### config.mk
export PLATFORM = sky130hd
export DESIGN_NAME = counter_modulo_down_sync
export DESIGN_NICKNAME = d
export VERILOG_FILES = /design/src/rtl/counter_modulo_down_sync.sv
export SDC_FILE = /design/constraint.sdc
export NUM_CORES = 1
export LEC_CHECK = 0
export CORE_AREA = 5 5 42 44
export CTS_CLUSTER_DIAMETER = 120
export CTS_CLUSTER_SIZE = 14
export DETAILED_ROUTE_END_ITERATION = 8
export DIE_AREA = 0 0 47 49
export GPL_ROUTABILITY_DRIVEN = 0
export PLACE_DENSITY_LB_ADDON = 0.05
export SKIP_CTS_REPAIR_TIMING = 1
export SLEW_MARGIN = 20
export SYNTH_ARGS = -nofsm -noshare
export SYNTH_HDL_FRONTEND = slang
export SYNTH_SLANG_ARGS = --single-unit
### constraint.sdc
create_clock -name clockpulse -period 2.2 [get_ports clockpulse]
set_input_delay 0.66 -clock clockpulse [delete_from_list [all_inputs] [get_ports clockpulse]]
set_output_delay 0.66 -clock clockpulse [all_outputs]
set_load 0.005 [all_outputs]
### src/rtl/counter_modulo_down_sync.sv
// ---------------------------------------------------------------------------
// counter_modulo_down_sync
// Synchronous modulo-MODULUS down counter with parallel load, count enable,
// a combinational borrow output for cascading, and registered single-cycle
// wrap / load-error pulses. Every flop is clocked by clockpulse.
//
// Parameters:
//   WIDTH    counter width in bits
//   MODULUS  count range 0..MODULUS-1, legal 2 <= MODULUS <= 2**WIDTH
//
// Ports:
//   clockpulse  in   1      clock, rising edge active
//   clear       in   1      synchronous active-high reset
//   enable      in   1      advance one step per enabled edge
//   load        in   1      synchronous parallel load (priority over enable)
//   data_load   in   WIDTH  value captured on load (clamped to MODULUS-1)
//   signal_q    out  WIDTH  registered count
//   signal_q_   out  WIDTH  bitwise complement of signal_q
//   borrow_out  out  1      enable && signal_q == 0 (down direction only)
//   wrap_pulse  out  1      registered, high after a wrap
//   load_error  out  1      registered, high after an out-of-range load
//
// Optional feature macro: COUNTER_UPDOWN_EN
//   Adds count_up (in) selecting increment, and carry_out (out) which is
//   enable && count_up && signal_q == MODULUS-1.
// ---------------------------------------------------------------------------
module counter_modulo_down_sync #(
  parameter int WIDTH   = 2,
  parameter int MODULUS = 4
) (
  input  logic             clockpulse,
  input  logic             clear,
  input  logic             enable,
  input  logic             load,
  input  logic [WIDTH-1:0] data_load,
`ifdef COUNTER_UPDOWN_EN
  input  logic             count_up,
  output logic             carry_out,
`endif
  output logic [WIDTH-1:0] signal_q,
  output logic [WIDTH-1:0] signal_q_,
  output logic             borrow_out,
  output logic             wrap_pulse,
  output logic             load_error
);

  // Reject illegal configurations at elaboration.
  if ((MODULUS < 2) || (MODULUS > (2 ** WIDTH))) begin : g_bad_modulus
    $error("counter_modulo_down_sync: MODULUS must satisfy 2 <= MODULUS <= 2**WIDTH");
  end

  // Terminal value, truncated to WIDTH so MODULUS == 2**WIDTH gives all ones.
  localparam logic [WIDTH-1:0] MAX_C  = WIDTH'(MODULUS - 1);
  localparam logic [WIDTH-1:0] ZERO_C = {WIDTH{1'b0}};
  localparam logic [WIDTH-1:0] ONE_C  = {{(WIDTH-1){1'b0}}, 1'b1};

  logic [WIDTH-1:0] count_q, count_d;
  logic             wrap_q,  wrap_d;
  logic             lerr_q,  lerr_d;
  logic             up_s;

`ifdef COUNTER_UPDOWN_EN
  assign up_s = count_up;
`else
  assign up_s = 1'b0;
`endif

  // Next-state: load > enable > hold; pulses default low so they last one cycle.
  always_comb begin
    count_d = count_q;
    wrap_d  = 1'b0;
    lerr_d  = 1'b0;
    if (load) begin
      // data_load > MAX_C is the WIDTH-bit form of data_load >= MODULUS.
      if (data_load > MAX_C) begin
        count_d = MAX_C;
        lerr_d  = 1'b1;
      end else begin
        count_d = data_load;
      end
    end else if (enable) begin
      if (count_q > MAX_C) begin
        // Unreachable state recovery: park on the terminal value, no pulse.
        count_d = MAX_C;
      end else if (up_s) begin
        if (count_q == MAX_C) begin
          count_d = ZERO_C;
          wrap_d  = 1'b1;
        end else begin
          count_d = count_q + ONE_C;
        end
      end else begin
        if (count_q == ZERO_C) begin
          count_d = MAX_C;
          wrap_d  = 1'b1;
        end else begin
          count_d = count_q - ONE_C;
        end
      end
    end else begin
      count_d = count_q;
    end
  end

  // State registers with synchronous clear taking priority over everything.
  always_ff @(posedge clockpulse) begin
    if (clear) begin
      count_q <= ZERO_C;
      wrap_q  <= 1'b0;
      lerr_q  <= 1'b0;
    end else begin
      count_q <= count_d;
      wrap_q  <= wrap_d;
      lerr_q  <= lerr_d;
    end
  end

  assign signal_q   = count_q;
  assign signal_q_  = ~count_q;
  assign wrap_pulse = wrap_q;
  assign load_error = lerr_q;
  // Combinational so a downstream stage can use it as its enable in the same cycle.
  assign borrow_out = enable && !up_s && (count_q == ZERO_C);
`ifdef COUNTER_UPDOWN_EN
  assign carry_out  = enable && count_up && (count_q == MAX_C);
`endif

endmodule

# --- After elaboration in Yosys (flattened, before gate mapping) ---
# Cells that the tools add are included.
classes:
  addsub: 1
  n_lt_le_gt_ge: 2
  n_mux: 7
  bitwise: 3
  n_reduce_logical: 5
ops:
  columns: ["op", "count"]
  rows:
  - ["$mux W2", 5]
  - ["$gt A2 B2 Y1 const B", 2]
  - ["$reduce_or A4 Y1", 1]
  - ["$logic_not A2 Y1", 1]
  - ["$mux W1", 2]
  - ["$not A1 Y1", 2]
  - ["$not A2 Y2", 1]
  - ["$reduce_bool A2 Y1", 1]
  - ["$reduce_or A2 Y1", 1]
  - ["$sub A2 B1 Y2 const B", 1]
  - ["$logic_and A1 B1 Y1", 1]
totals:
  reg_bits: 4
  inputBits: 6
  out_inout_bits: 7
  wordCells: 21

# --- Longest topological paths before layout ---
# Gate-level depths: netlist (run 1).
depth:
  ltp_word: 5
  ltp_mapped: 4
  ltp_nobuf: 4

# --- Least setup slack after synthesis (run 1) ---
# No wires, ideal clock.
synth_path:
  kind: "in2out"
  from: "input enable"
  to: "output borrow_out"
  t_arrival_ns: 0.809
  required_ns: 1.540
  slack_ns: 0.731
  cell_stages: 1
  n_path_buf: 0
  cell_sequence: "and2_1"
synth_between:
  elab_chain_cells: 1
synth_rtl:
  columns: ["item", "line_no", "rtl"]
  rows:
  - ["start: declaration", "33", "input logic enable,"]
  - ["$logic_and A1 B1 Y1", "123", "assign borrow_out = enable && !up_s && (count_q == ZERO_C);"]
  - ["end: declaration", "42", "output logic borrow_out,"]
# Every way passes these cells.

# --- Worst setup path after layout (run 1) ---
# Same ends and word-level chain as after synthesis.

==> results of run 1 <==
power groups by stage:
| stage | Combinational, mW | Clock, mW | Sequential (mW) |
|---|---|---|---|
| after global placement | 0.0479 | 0 | 0.0625 |
| after detailed placement | 0.0470 | 0 | 0.0625 |
| after floorplan | 0.0157 | 0 | 0.0621 |
| after CTS | 0.0471 | 0.103 | 0.0618 |
| final | 0.0451 | 0.0965 | 0.0615 |
| after global routing | 0.0508 | 0.109 | 0.0621 |
per-layer routing:
| layer | global-route usage [%] | vias to the layer above | wire [um] | share of wire [%] |
|---|---|---|---|---|
| met5 | 0 | - | 0 | 0 |
| met3 | 4.797 | 0 | 66 | 13 |
| met4 | 2.765 | 0 | 0 | 0 |
| met2 | 6.561 | 8 | 236 | 48 |
| met1 | 6.140 | 78 | 193 | 39 |
| li1 | - | 90 | - | - |
layout make-up:
cell class	count	area, sq um
inverter	3	11.26
fill	173	1075
tap	16	20.02
clock buffer	4	26.28
timing repair buffer	12	120.1
multi-input combinational	11	88.84
sequential	3	60.06
worst min-delay path by stage:
stage	startpoint	end	slack (ps)	cells past startpoint
global placement	signal_q[1]	signal_q[1]	550	2
CTS	signal_q[1]	signal_q[1]	550	2
finish	signal_q[1]	signal_q[1]	540	2
global route	signal_q[1]	signal_q[1]	590	2
detailed placement	signal_q[1]	signal_q[1]	550	2
floorplan	signal_q[1]	signal_q[1]	520	2
tightest hold or removal path: cells and delay by family (launching register included):
kind,cells,cell delay (ps)
AOI/OAI and AO/OA,1,70
and+or+nand+nor,1,100
DFF,1,320
metrics by stage:
step / cells / cell area [sq um] / utilization [%]
4_1_cts: 49 / 324.1 / 23.13
3_5_place_dp: 45 / 297.8 / 21.25
2_1_floorplan: 18 / 167.7 / -
5_1_grt: 49 / 326.6 / 23.30
3_3_place_gp: 45 / 297.8 / 21.25
6_report: 49 / 326.6 / 23.30
sequential cells by signal, summed over array words and instances, names as in the netlist:
| register | flops |
|---|---|
| signal_q | 2 |
| wrap_pulse | 1 |
synthesized netlist by cell type:
library cell,instances
sky130_fd_sc_hd__and4bb_1,1
sky130_fd_sc_hd__nor2_1,1
sky130_fd_sc_hd__conb_1,1
sky130_fd_sc_hd__and2_1,2
sky130_fd_sc_hd__dfxtp_1,3
sky130_fd_sc_hd__nor3b_1,1
sky130_fd_sc_hd__nor3_1,1
sky130_fd_sc_hd__buf_4,1
sky130_fd_sc_hd__o41ai_1,1
sky130_fd_sc_hd__ha_1,1
sky130_fd_sc_hd__a2111oi_2,1
sky130_fd_sc_hd__nand3b_1,1
sky130_fd_sc_hd__inv_1,3
logic make-up after synthesis:
kind of cell    synth area share (%)
fa+ha+maj                      7.461
compound gates                 14.18
simple gates                   29.10
buf+inv                        11.20
flops                          35.82
other cells                    2.237
==> out/summary.txt, run 1 <==
Run status: complete, no violations
Average via count per standard cell: 3.592
Cell-by-cell listing of the critical path: clkdlybuf4s50_1, and2_1, dlymetal6s2s_1
Final setup violation count: 0
Setup slack after placement: -230.7 ps
Number of global-route vias before repair: 199
Overall via count from detail_route: 176
Cell family with most CP delay: buffers and inverters
Leftover overflow at the end of global routing: 0
Count of distinct cell types in the synthesized netlist: 13
Post-synth net total: 25
Maximum number of pins on one net before global-route repair: 7
Final worst slack: 157.0 ps
Depth of the worst register-to-register path: 4
Int Pwr: 0.1566 mW
Cts bufs inserted: 3
Commonest cells after routing, fill and taps aside: sky130_fd_sc_hd__clkdlybuf4s50_1, sky130_fd_sc_hd__inv_1, sky130_fd_sc_hd__clkbuf_4, sky130_fd_sc_hd__dfxtp_1, sky130_fd_sc_hd__and2_1
Power per unit of standard cell area: 621.7 nW/um^2
Total power after layout: 0.2030 mW
Critical path launch point: enable
Wire length of the first global-routing pass: 855 um
Most common cell after layout, fill and taps aside: sky130_fd_sc_hd__clkdlybuf4s50_1
RSZ-0062 raised after global routing: no
Part of the power in combinational logic: 22.2%
Startpoint class of the critical path: input port
Antenna violations before repair: 0
Maximum buffer depth of the clock tree: 2
Leakage power figure: 0.1443 nW
Highest fanout seen on the critical path: 2
Boundary pin count: 13
Worst setup path category: input port to output port
Class of the tightest hold or removal check: flop to flop
Sequential share of power: 30.3%
Total DRC errors in the routed layout: 0
Yosys warning total: 0
Crit. path cell count: 3
Worst hold margin: 540.1 ps
Reported net switching power: 0.04643 mW
Synth Register Bits: 3
Data arrival at the endpoint of the critical path: 1380 ps
Num rows: 14
Post-Synthesis Cell Area: 167.7 sq um
Synth top area cells: sky130_fd_sc_hd__dfxtp_1, sky130_fd_sc_hd__a2111oi_2, sky130_fd_sc_hd__and2_1
Antenna diode count: 0
Total count of hold-check failures in the final report: 0
Clk slew on worst S/H paths: 40 ps
Number of buffers and inverters on the critical path: 2
Reg-to-reg slack, setup: 990 ps
Time the worst path needs with I/O delays and setup: 2043 ps
CTS tree: yes
Clock insertion delay at the later pin of the skew report: 230 ps
Largest stage delay on the critical path: 470 ps
Chip Width: 47 um
Routed length per placed instance: 10.12 um
Aggregate negative setup slack: 0 ps
Achievable clock frequency: 489.5 MHz
Detail Route Antenna Nets: 0
Endpoint required time on the critical path: 1540 ps
Mean post-synth cell area: 9.315 sq um
Effective utilization at floorplan: 11.96%
Worst IR Drop VDD: 0.2020 mV
Share of the synthesized area in the top cell type: 35.82%
Fraction of final layout cells with drive strength greater than 1: 15.15%
Number of max-slew violations in the final report: 0
Die area: 2303 sq um
Master of the slowest instance on the critical path: sky130_fd_sc_hd__clkdlybuf4s50_1
Root Buffer: sky130_fd_sc_hd__clkbuf_4
Clock group share of total power: 47.5%
Crit path capture: borrow_out
Max cap viols: 0
Layout Nets: 41
Detailed-router iteration count before antenna repair: 1
Count of port buffers added during placement: 11
Area delta synth->final: 94.78%
Floorplan Core Area: 1401 sq um
Terminus of the critical flop-to-flop path: signal_q[1]
Worst setup skew after layout: 0.6001 ps
Routed WL: 496 um
Worst reg2reg path startpoint: signal_q[0]
Dominant cell type by area after synthesis: sky130_fd_sc_hd__dfxtp_1
Y dimension of the die: 49 um
CTS sink cnt: 3
Overall routing resource usage: 5.348%
Sw Ratio: 22.87%
Sum of net half-perimeters after detailed placement: 403.4 um
Element type at the critical path end: output port
Post-synthesis sequential area ratio: 35.82%
Period utilization: 92.86%
H-tree levels: 1
Number of DRC markers after the initial detailed-route iteration: 0
Number of standard cells after synthesis: 18
No activity file was read; power rests on OpenSTA's default activity.
==> run 2: changes to the inputs <==
--- a/config.mk
+++ b/config.mk
@@ -11,7 +11,7 @@
 export DETAILED_ROUTE_END_ITERATION = 8
 export DIE_AREA = 0 0 47 49
 export GPL_ROUTABILITY_DRIVEN = 0
-export PLACE_DENSITY_LB_ADDON = 0.05
+export PLACE_DENSITY = 0.34
 export SKIP_CTS_REPAIR_TIMING = 1
 export SLEW_MARGIN = 20
 export SYNTH_ARGS = -nofsm -noshare
==> out/summary.txt, run 2 (synthesis gave the netlist of run 1 again) <==
Commonest cells after routing, fill and taps aside: sky130_fd_sc_hd__clkdlybuf4s50_1, sky130_fd_sc_hd__inv_1, sky130_fd_sc_hd__clkbuf_4, sky130_fd_sc_hd__dfxtp_1, sky130_fd_sc_hd__and2_1 (unchanged)
Antenna violations before repair: 0 (unchanged)
Class of the tightest hold or removal check: flop to flop (unchanged)
Chip Width: 47 um (unchanged)
Layout Nets: 41 (unchanged)
Flip-flop count of the largest register, all copies and words added: 2 (unchanged)
Busiest layer in global routing: met2 (unchanged)
Worst min-delay path endpoint: signal_q[1] (unchanged)
Maximum buffer depth of the clock tree: 2 (unchanged)
Final worst slack: 128.0 ps (was 157.0 ps)
Detailed-router iteration count before antenna repair: 2 (was 1)
Detail Route Antenna Nets: 0 (unchanged)
CTS sink cnt: 3 (unchanged)
Endpoint required time on the critical path: 1540 ps (about the same)
H-tree levels: 1 (unchanged)
Total DRC errors in the routed layout: 0 (unchanged)
Maximum number of pins on one net before global-route repair: 7 (unchanged)
Met3 Track Usage GR: 6.273% (was 4.797%)
Root Buffer: sky130_fd_sc_hd__clkbuf_4 (unchanged)
Area delta synth->final: 94.78% (unchanged)
Clock insertion delay at the later pin of the skew report: 230 ps (about the same)
Worst IR Drop VDD: 0.2510 mV (was 0.2020 mV)
Most common cell after layout, fill and taps aside: sky130_fd_sc_hd__clkdlybuf4s50_1 (unchanged)
Overall via count from detail_route: 184 (was 176)
Count of port buffers added during placement: 11 (unchanged)
Cell area after layout: 326.6 sq um (unchanged)
Achievable clock frequency: 482.6 MHz (was 489.5 MHz)
Worst setup skew after layout: 5.712 ps (was 0.6001 ps)
Final setup violation count: 0 (unchanged)
Effective utilization at floorplan: 11.96% (unchanged)
Data arrival at the endpoint of the critical path: 1410 ps (was 1380 ps)
Filler instances: 166 (was 173)
Wire length of the first global-routing pass: 828 um (was 855 um)
Average via count per standard cell: 3.755 (was 3.592)
Leftover overflow at the end of global routing: 0 (unchanged)
Depth of the worst register-to-register path: 4 (unchanged)
Sum of net half-perimeters after detailed placement: 435 um (was 403.4 um)
Element type at the critical path end: output port (unchanged)
Largest stage delay on the critical path: 470 ps (about the same)
Routed WL: 532 um (was 496 um)
Cts bufs inserted: 3 (unchanged)
Hold Crit Start: signal_q[1] (unchanged)
Antenna diode count: 0 (unchanged)
Area after DPL: 297.8 sq um (unchanged)
Max cap viols: 0 (unchanged)
Highest fanout seen on the critical path: 2 (unchanged)
Fraction of final layout cells with drive strength greater than 1: 15.15% (unchanged)
Startpoint class of the critical path: input port (unchanged)
Leakage power figure: 0.1443 nW (unchanged)
GR met1 Demand/Resource: 5.044% (was 6.140%)
Clk slew on worst S/H paths: 40 ps (about the same)
Setup slack after placement: -262.0 ps (was -230.7 ps)
Num rows: 14 (unchanged)
Floorplan Core Area: 1401 sq um (unchanged)
Power per unit of standard cell area: 628.7 nW/um^2 (was 621.7 nW/um^2)
Cell-by-cell listing of the critical path: clkdlybuf4s50_1, and2_1, dlymetal6s2s_1 (unchanged)
Die area: 2303 sq um (unchanged)
Routed length per placed instance: 10.86 um (was 10.12 um)
Period utilization: 94.18% (was 92.86%)
Area taken by multi-input logic gates: 88.84 sq um (unchanged)
Y dimension of the die: 49 um (unchanged)
Worst hold path stage count: 2 (unchanged)
CTS tree: yes (unchanged)
Overall routing resource usage: 5.911% (was 5.348%)
Boundary pin count: 13 (unchanged)
RSZ-0062 raised after global routing: no (unchanged)
Reg-to-reg slack, setup: 990 ps (about the same)
Terminus of the critical flop-to-flop path: signal_q[1] (unchanged)
Area occupied by registers: 60.06 sq um (unchanged)
Core occupancy in the finished layout: 23.30% (unchanged)
Number of max-slew violations in the final report: 0 (unchanged)
Run status: complete, no violations (unchanged)
Total count of hold-check failures in the final report: 0 (unchanged)
Worst setup path category: input port to output port (unchanged)
Time the worst path needs with I/O delays and setup: 2072 ps (was 2043 ps)
Aggregate negative setup slack: 0 ps (unchanged)
Number of global-route vias before repair: 196 (was 199)
Met2 Usage GRT: 7.240% (was 6.561%)
Worst reg2reg path startpoint: signal_q[0] (unchanged)
Number of DRC markers after the initial detailed-route iteration: 4 (was 0)
Master of the slowest instance on the critical path: sky130_fd_sc_hd__clkdlybuf4s50_1 (unchanged)
-- run 2: cell counts in the layout (fill, tap and decap cells not counted) --
No cell type changed its count.
-- run 2: how the worst max path moves through the flow --
| stage | cells past startpoint | from | end |
|---|---|---|---|
| 4_1_cts | 3 | enable | borrow_out |
| 2_1_floorplan | 1 | enable | borrow_out |
| 5_1_grt | 3 | enable | borrow_out |
| 6_report | 3 | enable | borrow_out |
| 3_5_place_dp | 3 | enable | borrow_out |
| 3_3_place_gp | 3 | enable | borrow_out |
-- run 2: metrics by stage --
stage,power [mW],std cells,hold slack [ps]
2_1_floorplan,0.07783,18,522.7
3_3_place_gp,0.1096,45,548.1
3_5_place_dp,0.1102,45,544.7
4_1_cts,0.2133,49,550.6
5_1_grt,0.2267,49,576.9
6_report,0.2053,49,538.3
-- run 2: final cells by class --
| type | count | share of cell area (%) |
|---|---|---|
| Clock buffer | 4 | 8.046 |
| Inverter | 3 | 3.448 |
| Multi-Input combinational cell | 11 | 27.20 |
| Sequential cell | 3 | 18.39 |
| Tap cell | 16 | 6.130 |
| Timing Repair Buffer | 12 | 36.78 |
-- run 2: report_power, final --
part	switching, mW	total (mW)	internal, mW
Sequential	0.00303	0.0615	0.0585
Clock	0.0296	0.0976	0.0681
Combinational	0.0160	0.0461	0.0301
-- run 2: worst max-delay path, delay by kind of cell --
kind          cells  cell delay [ps]
buf+inv           2              600
simple gates      1              150
-- run 2: routing by layer --
| metal | routed length, um | part of all wire, % |
|---|---|---|
| met2 | 226 | 42 |
| met4 | 0 | 0 |
| met1 | 196 | 37 |
| met5 | 0 | 0 |
| met3 | 109 | 20 |
==> run 3: changes to the inputs <==
--- a/config.mk
+++ b/config.mk
@@ -11,6 +11,7 @@
 export DETAILED_ROUTE_END_ITERATION = 8
 export DIE_AREA = 0 0 47 49
 export GPL_ROUTABILITY_DRIVEN = 0
+export GPL_TIMING_DRIVEN = 0
 export PLACE_DENSITY = 0.34
 export SKIP_CTS_REPAIR_TIMING = 1
 export SLEW_MARGIN = 20
==> constraint.sdc (replaced) <==
create_clock -name clockpulse -period 2.2 [get_ports clockpulse]
set_input_delay 0.22 -clock clockpulse [delete_from_list [all_inputs] [get_ports clockpulse]]
set_output_delay 0.22 -clock clockpulse [all_outputs]
set_load 0.005 [all_outputs]
==> out/summary.txt, run 3 (synthesis gave the netlist of run 1 again) <==
Run status: complete, no violations (unchanged)
Worst IR Drop VDD: 0.1809 mV (was 0.2510 mV)
Total count of hold-check failures in the final report: 0 (unchanged)
Die area: 2303 sq um (unchanged)
Num rows: 14 (unchanged)
Int Pwr: 0.1572 mW (was 0.1567 mW)
Antenna violations before repair: 0 (unchanged)
Area delta synth->final: 93.28% (was 94.78%)
Final worst slack: 536.9 ps (was 128.0 ps)
Maximum number of pins on one net before global-route repair: 7 (unchanged)
Number of placed cells counting well taps: 45 (unchanged)
Leftover overflow at the end of global routing: 0 (unchanged)
Part of the power in combinational logic: 22.5% (about the same)
CTS tree: yes (unchanged)
Period utilization: 75.60% (was 94.18%)
Overall routing resource usage: 4.641% (was 5.911%)
Detail Route Antenna Nets: 0 (unchanged)
Filler instances: 165 (was 166)
Time the worst path needs with I/O delays and setup: 1663 ps (was 2072 ps)
Power per unit of standard cell area: 635.1 nW/um^2 (was 628.7 nW/um^2)
Floorplan Core Area: 1401 sq um (unchanged)
Setup slack after placement: 550.5 ps (was -262.0 ps)
Sw Ratio: 23.64% (was 23.67%)
RSZ-0062 raised after global routing: no (unchanged)
Final setup violation count: 0 (unchanged)
Detailed-router iteration count before antenna repair: 2 (unchanged)
Startpoint class of the critical path: flop (was input port)
Count of port buffers added during placement: 11 (unchanged)
Antenna diode count: 0 (unchanged)
Cts bufs inserted: 3 (unchanged)
Reported net switching power: 0.04865 mW (was 0.04860 mW)
Achievable clock frequency: 601.3 MHz (was 482.6 MHz)
Max cap viols: 0 (unchanged)
Worst hold margin: 543.2 ps (was 538.3 ps)
Area occupied by registers: 60.06 sq um (unchanged)
Clock group share of total power: 47.8% (was 47.6%)
Layout Nets: 41 (unchanged)
H-tree levels: 1 (unchanged)
Clk slew on worst S/H paths: 40 ps (about the same)
Worst setup skew after layout: 1.226 ps (was 5.712 ps)
Boundary pin count: 13 (unchanged)
Aggregate negative setup slack: 0 ps (unchanged)
Endpoint required time on the critical path: 1980 ps (was 1540 ps)
Class of the tightest hold or removal check: flop to flop (unchanged)
Routed WL: 461 um (was 532 um)
Data arrival at the endpoint of the critical path: 1440 ps (was 1410 ps)
Clock insertion delay at the later pin of the skew report: 230 ps (about the same)
Fraction of final layout cells with drive strength greater than 1: 15.15% (unchanged)
Leakage power figure: 0.1314 nW (was 0.1443 nW)
Final Non-Filler Cells: 49 (unchanged)
Sequential share of power: 29.7% (was 30.0%)
Flip-flop count of the largest register, all copies and words added: 2 (unchanged)
Wire length of the first global-routing pass: 724 um (was 828 um)
Number of global-route vias before repair: 180 (was 196)
Area taken by multi-input logic gates: 88.84 sq um (unchanged)
Average via count per standard cell: 3.653 (was 3.755)
Routed length per placed instance: 9.408 um (was 10.86 um)
Maximum buffer depth of the clock tree: 2 (unchanged)
Y dimension of the die: 49 um (unchanged)
Number of DRC markers after the initial detailed-route iteration: 2 (was 4)
Total DRC errors in the routed layout: 0 (unchanged)
Worst setup path category: flop to output port (was input port to output port)
Total power after layout: 0.2058 mW (was 0.2053 mW)
Root Buffer: sky130_fd_sc_hd__clkbuf_4 (unchanged)
Element type at the critical path end: output port (unchanged)
Most common cell after layout, fill and taps aside: sky130_fd_sc_hd__clkdlybuf4s50_1 (unchanged)
Highest fanout seen on the critical path: 4 (was 2)
Chip Width: 47 um (unchanged)
Overall via count from detail_route: 179 (was 184)
CTS sink cnt: 3 (unchanged)
Number of max-slew violations in the final report: 0 (unchanged)
Effective utilization at floorplan: 11.96% (unchanged)
Commonest cells after routing, fill and taps aside: sky130_fd_sc_hd__clkdlybuf4s50_1, sky130_fd_sc_hd__inv_1, sky130_fd_sc_hd__clkbuf_4, sky130_fd_sc_hd__dfxtp_1, sky130_fd_sc_hd__and2_1 (unchanged)
run 3: final cells by class:
cell class	count	area share [%]
Buffer	1	2.317
Clock buffer	4	8.108
Multi-Input combinational cell	11	27.41
Sequential cell	3	18.53
Tap cell	16	6.178
Inverter	3	3.475
Timing Repair Buffer	11	33.98
run 3: metrics by stage:
step	cell area, sq um	utilization (%)
2_1_floorplan	167.7	-
3_3_place_gp	297.8	21.25
4_1_cts	324.1	23.13
6_report	324.1	23.13
3_5_place_dp	297.8	21.25
5_1_grt	324.1	23.13
run 3: metal layers:
metal	track usage (%)	up-vias	share of wire, %
met1	4.376	75	46
li1	-	90	-
met3	7.011	0	20
met2	5.430	14	34
met4	1.382	0	0
met5	0	-	0
run 3: worst paths after layout:
check	start	endpoint	slack (ps)	cells after the start
worst max-delay path	signal_q[0]	borrow_out	540	4
worst min-delay path	signal_q[1]	signal_q[1]	540	2
worst max register to register	signal_q[0]	signal_q[1]	1010	4
worst min register to register	signal_q[1]	signal_q[1]	540	2
run 3: worst max-delay path, cell delays in order, from the launching register on:
cell,delay (ps)
sky130_fd_sc_hd__dfxtp_1,350
sky130_fd_sc_hd__inv_1,70
sky130_fd_sc_hd__ha_1,200
sky130_fd_sc_hd__and2_1,150
sky130_fd_sc_hd__clkdlybuf4s50_1,440
run 3: power by group through the flow:
stage,sequential [mW],combinational (mW),clock (mW)
final,0.0611,0.0463,0.0984
after detailed placement,0.0620,0.0466,0
after CTS,0.0611,0.0471,0.103
after global placement,0.0621,0.0473,0
after global routing,0.0617,0.0515,0.112
after floorplan,0.0621,0.0157,0
==> RTL edit 1, RTL diff (flow settings as in run 3) <==
Put a register stage on the outputs `signal_q_` and `borrow_out`. The values now appear one clock later. The other outputs are not delayed to match.
--- a/src/rtl/counter_modulo_down_sync.sv
+++ b/src/rtl/counter_modulo_down_sync.sv
@@ -116,11 +116,13 @@
   end
 
   assign signal_q   = count_q;
-  assign signal_q_  = ~count_q;
   assign wrap_pulse = wrap_q;
   assign load_error = lerr_q;
   // Combinational so a downstream stage can use it as its enable in the same cycle.
-  assign borrow_out = enable && !up_s && (count_q == ZERO_C);
+  always_ff @(posedge clockpulse) begin
+    signal_q_  <= ~count_q;
+    borrow_out <= enable && !up_s && (count_q == ZERO_C);
+  end
 `ifdef COUNTER_UPDOWN_EN
   assign carry_out  = enable && count_up && (count_q == MAX_C);
 `endif
Behaviour: not the same (a bounded check fails within 4 cycles, from zero or initial values).
==> RTL edit 1 against run 3 <==
Maximum frequency is 25% higher. Total power grew 31%. Worst setup slack better by 0.34 ns. Final area up 19%. Combinational power grew 5.4%. Largest cell class is now sequential cells. Area after synthesis grew 39%. Highest routed layer unchanged. Critical path depth fell by 3. Routed wire length is 1.1% lower. Sequential cell count grew 3.
==> RTL edit 1: results (changes against run 3) <==
sequential share of the synthesized area 0.5161 (+0.1579); maximum clock path buffer count 2 (unchanged); Worst Hold Launch signal_q[1]; Filler cells 162 (-1.8%); CP top delay family buffers and inverters; Area contributors post-synth dfxtp_1 (52%), o41ai_2 (7.0%), and2_2 (6.5%); vias in the first global route 194 (+7.8%); mux cell area share after synthesis 0 (unchanged); max incr delay on CP 0.52 ns (+0.08 ns); CTS Buf Count 3 (unchanged); R2R Path End signal_q[1]; first-pass GRT wire length 731 um (+0.97%); VDD IR-drop max 170.9 uV (-5.5%); Hold Crit Class reg -> reg; # port buffers 11 (unchanged); Worst-path clk slew 0.05 ns; RR Startpoint signal_q[0]; crit-path max FO 3 (-1); asr flop ratio synth 0 (unchanged); Post-Synth Adder-Cell Area 0.05376 (-0.02086); clock skew 0.002172 ns (+0.0009454 ns); list of most frequent post-synthesis cells dfxtp_1 (6), inv_1 (3), and2_2 (2); Final #Nets 44 (+7.3%); Synth cell types 13 (unchanged); largest net degree at the start of global routing 6 (-1); flop2flop setup slack 1.05 ns (+0.04 ns); Total GRT Usage 0.04873 (+0.002315); CP max stage cell clkdlybuf4s50_1; compound-cell area share of the yosys netlist 0.1237 (-0.01814); H-tree level count 1 (unchanged); DP Wirelength 368.5 um; TritonRoute pass-1 iters 1 (-1); Worst EP arrival 1.11 ns (-0.33 ns); Min-Delay Path Depth 1 (-1); area post-placement 362.8 um^2 (+22%); FF-to-FF path depth 4 (unchanged); EDFF count, synth 0 (unchanged); xor and xnor area share after synthesis 0.03763 (+0.03763); drt initial violations 0 (-2); sink of the worst hold path signal_q_[1]; layout cells sized above 1 0.2286 (+0.07706); CTS Root Cell clkbuf_4; run status complete, no violations; Syn. warnings 0 (unchanged); Pleak 0.1578 nW (+20%); Layout Utilization 0.2750 (+0.04375); routed len/inst 8.941 um (-5.0%); Vias/cell 3.569 (-2.3%); Pint 0.2120 mW (+35%); worst hold margin 0.4204 ns (-0.1228 ns); Mapped Nets 28 (+12%)
-- RTL edit 1: cell types whose count changed after synthesis, sizes merged --
cell,before,now
a2111oi,1,0
a211oi,0,1
and4bb,1,0
dfxtp,3,6
nor2b,0,1
nor3,1,0
xnor2,0,1
-- RTL edit 1: final cells by class --
cell class	count	share of cell area
repair buffers	11	0.2857
clock buffers	3	0.05844
flip-flops and latches	6	0.3117
well taps	16	0.05195
multi-input cells	11	0.2435
inverters	3	0.02922
plain buffers	1	0.01948
-- RTL edit 1: power groups by stage --
stage	combinational [mW]	clock (mW)	sequential [mW]
2_1_floorplan	0.0172	0	0.125
3_3_place_gp	0.0496	0	0.123
3_5_place_dp	0.0496	0	0.123
4_1_cts	0.0500	0.106	0.121
5_1_grt	0.0534	0.112	0.122
6_report	0.0488	0.0989	0.121
-- RTL edit 1: layer usage --
metal	track usage	vias up	routed length, um
li1	-	96	-
met4	0.05530	0	0
met3	0.02214	0	72
met2	0.06335	9	213
met1	0.05100	77	170
met5	0	-	0
-- RTL edit 1: kinds of logic (layout without fill, tap and decap cells) --
group	count (synthesis)	count (layout)
other	1	1
flip-flops	6	6
buffers and inverters	4	18
XOR/XNOR	1	1
adder cells (fa/ha/maj)	1	1
AND/OR/NAND/NOR	6	6
AO/OA/AOI/OAI	2	2
-- RTL edit 1: worst max path at each step --
| stage | startpoint | depth (start not counted) | slack [ns] | endpoint |
|---|---|---|---|---|
| 2_1_floorplan | signal_q[0] | 4 | 1.09 | signal_q[1] |
| 3_3_place_gp | enable | 3 | 1.0 | signal_q[1] |
| 3_5_place_dp | enable | 3 | 0.99 | signal_q[1] |
| 4_1_cts | signal_q[0] | 1 | 0.86 | signal_q[0] |
| 5_1_grt | signal_q[0] | 1 | 0.82 | signal_q[0] |
| 6_report | signal_q[0] | 1 | 0.87 | signal_q[0] |
-- RTL edit 1: through the flow --
stage	instances	total power, mW	worst slack, ns
6_report	51	0.2691	0.8721
5_1_grt	51	0.2870	0.8239
4_1_cts	51	0.2772	0.8597
3_5_place_dp	48	0.1730	0.9923
3_3_place_gp	48	0.1729	0.9968
2_1_floorplan	21	0.1418	1.091
==> RTL edit 2, RTL diff (settings of run 3) <==
Without the edit above. Build with the macro `COUNTER_UPDOWN_EN` defined.
--- a/src/rtl/counter_modulo_down_sync.sv
+++ b/src/rtl/counter_modulo_down_sync.sv
@@ -24,6 +24,8 @@
 //   Adds count_up (in) selecting increment, and carry_out (out) which is
 //   enable && count_up && signal_q == MODULUS-1.
 // ---------------------------------------------------------------------------
+`define COUNTER_UPDOWN_EN
+
 module counter_modulo_down_sync #(
   parameter int WIDTH   = 2,
   parameter int MODULUS = 4
Ports: changed (added carry_out and count_up); port bits go from 13 to 15. The function was not compared with the original's and may differ.
==> RTL edit 2 against run 3 <==
First-iteration DRC count is 50% higher. Total power is 6.1% higher. Routed wire length is 23% higher. Worst setup slack worse by 0.081 ns. Sequential cell count stayed put. Die area stayed put. Final area is 19% higher. Area after synthesis is 25% higher. Maximum frequency is 4.6% lower. Critical path depth is 1 higher.
==> RTL edit 2: results (changes against run 3) <==
worst setup path end borrow_out; area post-placement 359.1 um^2 (+21%); DP Wirelength 454.7 um; Synth cell types 15 (+2); Mapped Nets 34 (+36%); sequential share of the synthesized area 0.2874 (-0.07078); worst hold margin 0.5806 ns (+0.03744 ns); DR WL met3 66 um (-27%); asr flop ratio synth 0 (unchanged); drt total wl 566 um (+23%); Final #Nets 52 (+27%); Min-Delay Path Depth 3 (+1); CP top delay family buffers and inverters; crit-path max FO 4 (unchanged); Hold Crit Class in -> reg; CP max stage cell clkdlybuf4s50_1; clock skew 0.008809 ns (+0.007583 ns); Non-Filler Instances 58 (+18%); sink of the worst hold path signal_q[1]; Final period util 0.7926 (+0.03668); DR top layer met3; clk_lat worst skew 0.24 ns; M1 wire length 227 um (+7.1%); list of most frequent post-synthesis cells inv_1 (5), a21oi_1 (3), dfxtp_1 (3); ys flop type dfxtp_1; Total GRT Usage 0.06268 (+0.01626); Syn. warnings 0 (unchanged); first-pass GRT wire length 945 um (+31%); Worst EP arrival 1.52 ns (+0.08 ns); M3 GR Usage 0.06642 (-0.003690); TritonRoute pass-1 iters 4 (+2); placed cells 54 (+20%); R2R Path End signal_q[1]; Pleak 0.1681 nW (+28%); layout cells sized above 1 0.1667 (+0.01515); antenna violations before repair 0 (unchanged); Worst Hold Launch data_load[1]; flop2flop setup slack 0.90 ns (-0.11 ns); FF-to-FF path depth 5 (+1); met2 usage 0.08145 (+0.02715); VDD IR-drop max 390.8 uV (+120%); CTS Root Cell clkbuf_4; met1 Track Usage GR 0.07033 (+0.02657); WL met2 272 um (+72%); CP bufs+invs 2 (unchanged); Mapped Avg Cell Area 8.358 um^2 (-10%); largest net degree at the start of global routing 6 (-1); Vias/cell 3.655 (about the same); drt initial violations 3 (+1); Post-Place Worst Slack 0.5197 ns (-0.03080 ns); run status complete, no violations; H-tree level count 1 (unchanged); Area contributors post-synth dfxtp_1 (29%), ha_1 (12%), inv_1 (9.0%); Crit Path Class reg -> out; vias in the first global route 221 (+23%); max incr delay on CP 0.50 ns (+0.06 ns); # port buffers 13 (+2)
[RTL edit 2: area by class of cell]
cell class                 instances  area [um^2]
buffer                             1        7.507
clock buffer                       4        26.28
fill                             163         1016
inverter                           5        18.77
multi-input combinational         16        122.6
sequential                         3        60.06
tap                               16        20.02
timing repair buffer              13        130.1
[RTL edit 2: tightest hold or removal path: stages]
cell and delay (ns):
clkdlybuf4s50_1 0.40, inv_1 0.05, a221oi_1 0.07
[RTL edit 2: logic make-up (layout without fill, tap and decap cells)]
family,after synthesis,in the layout,share of synthesized area
simple gates,6,6,0.1797
flops,3,3,0.2874
xor+xnor,1,1,0.04192
compound gates,6,6,0.2275
buf+inv,6,23,0.1258
other cells,1,1,0.01795
fa+ha+maj,2,2,0.1197
[RTL edit 2: where the power goes]
part	switching (mW)	internal, mW	leakage, nW
registers	0.00312	0.0584	0.0248
clock network	0.0306	0.0681	0.0150
logic	0.0223	0.0359	0.128
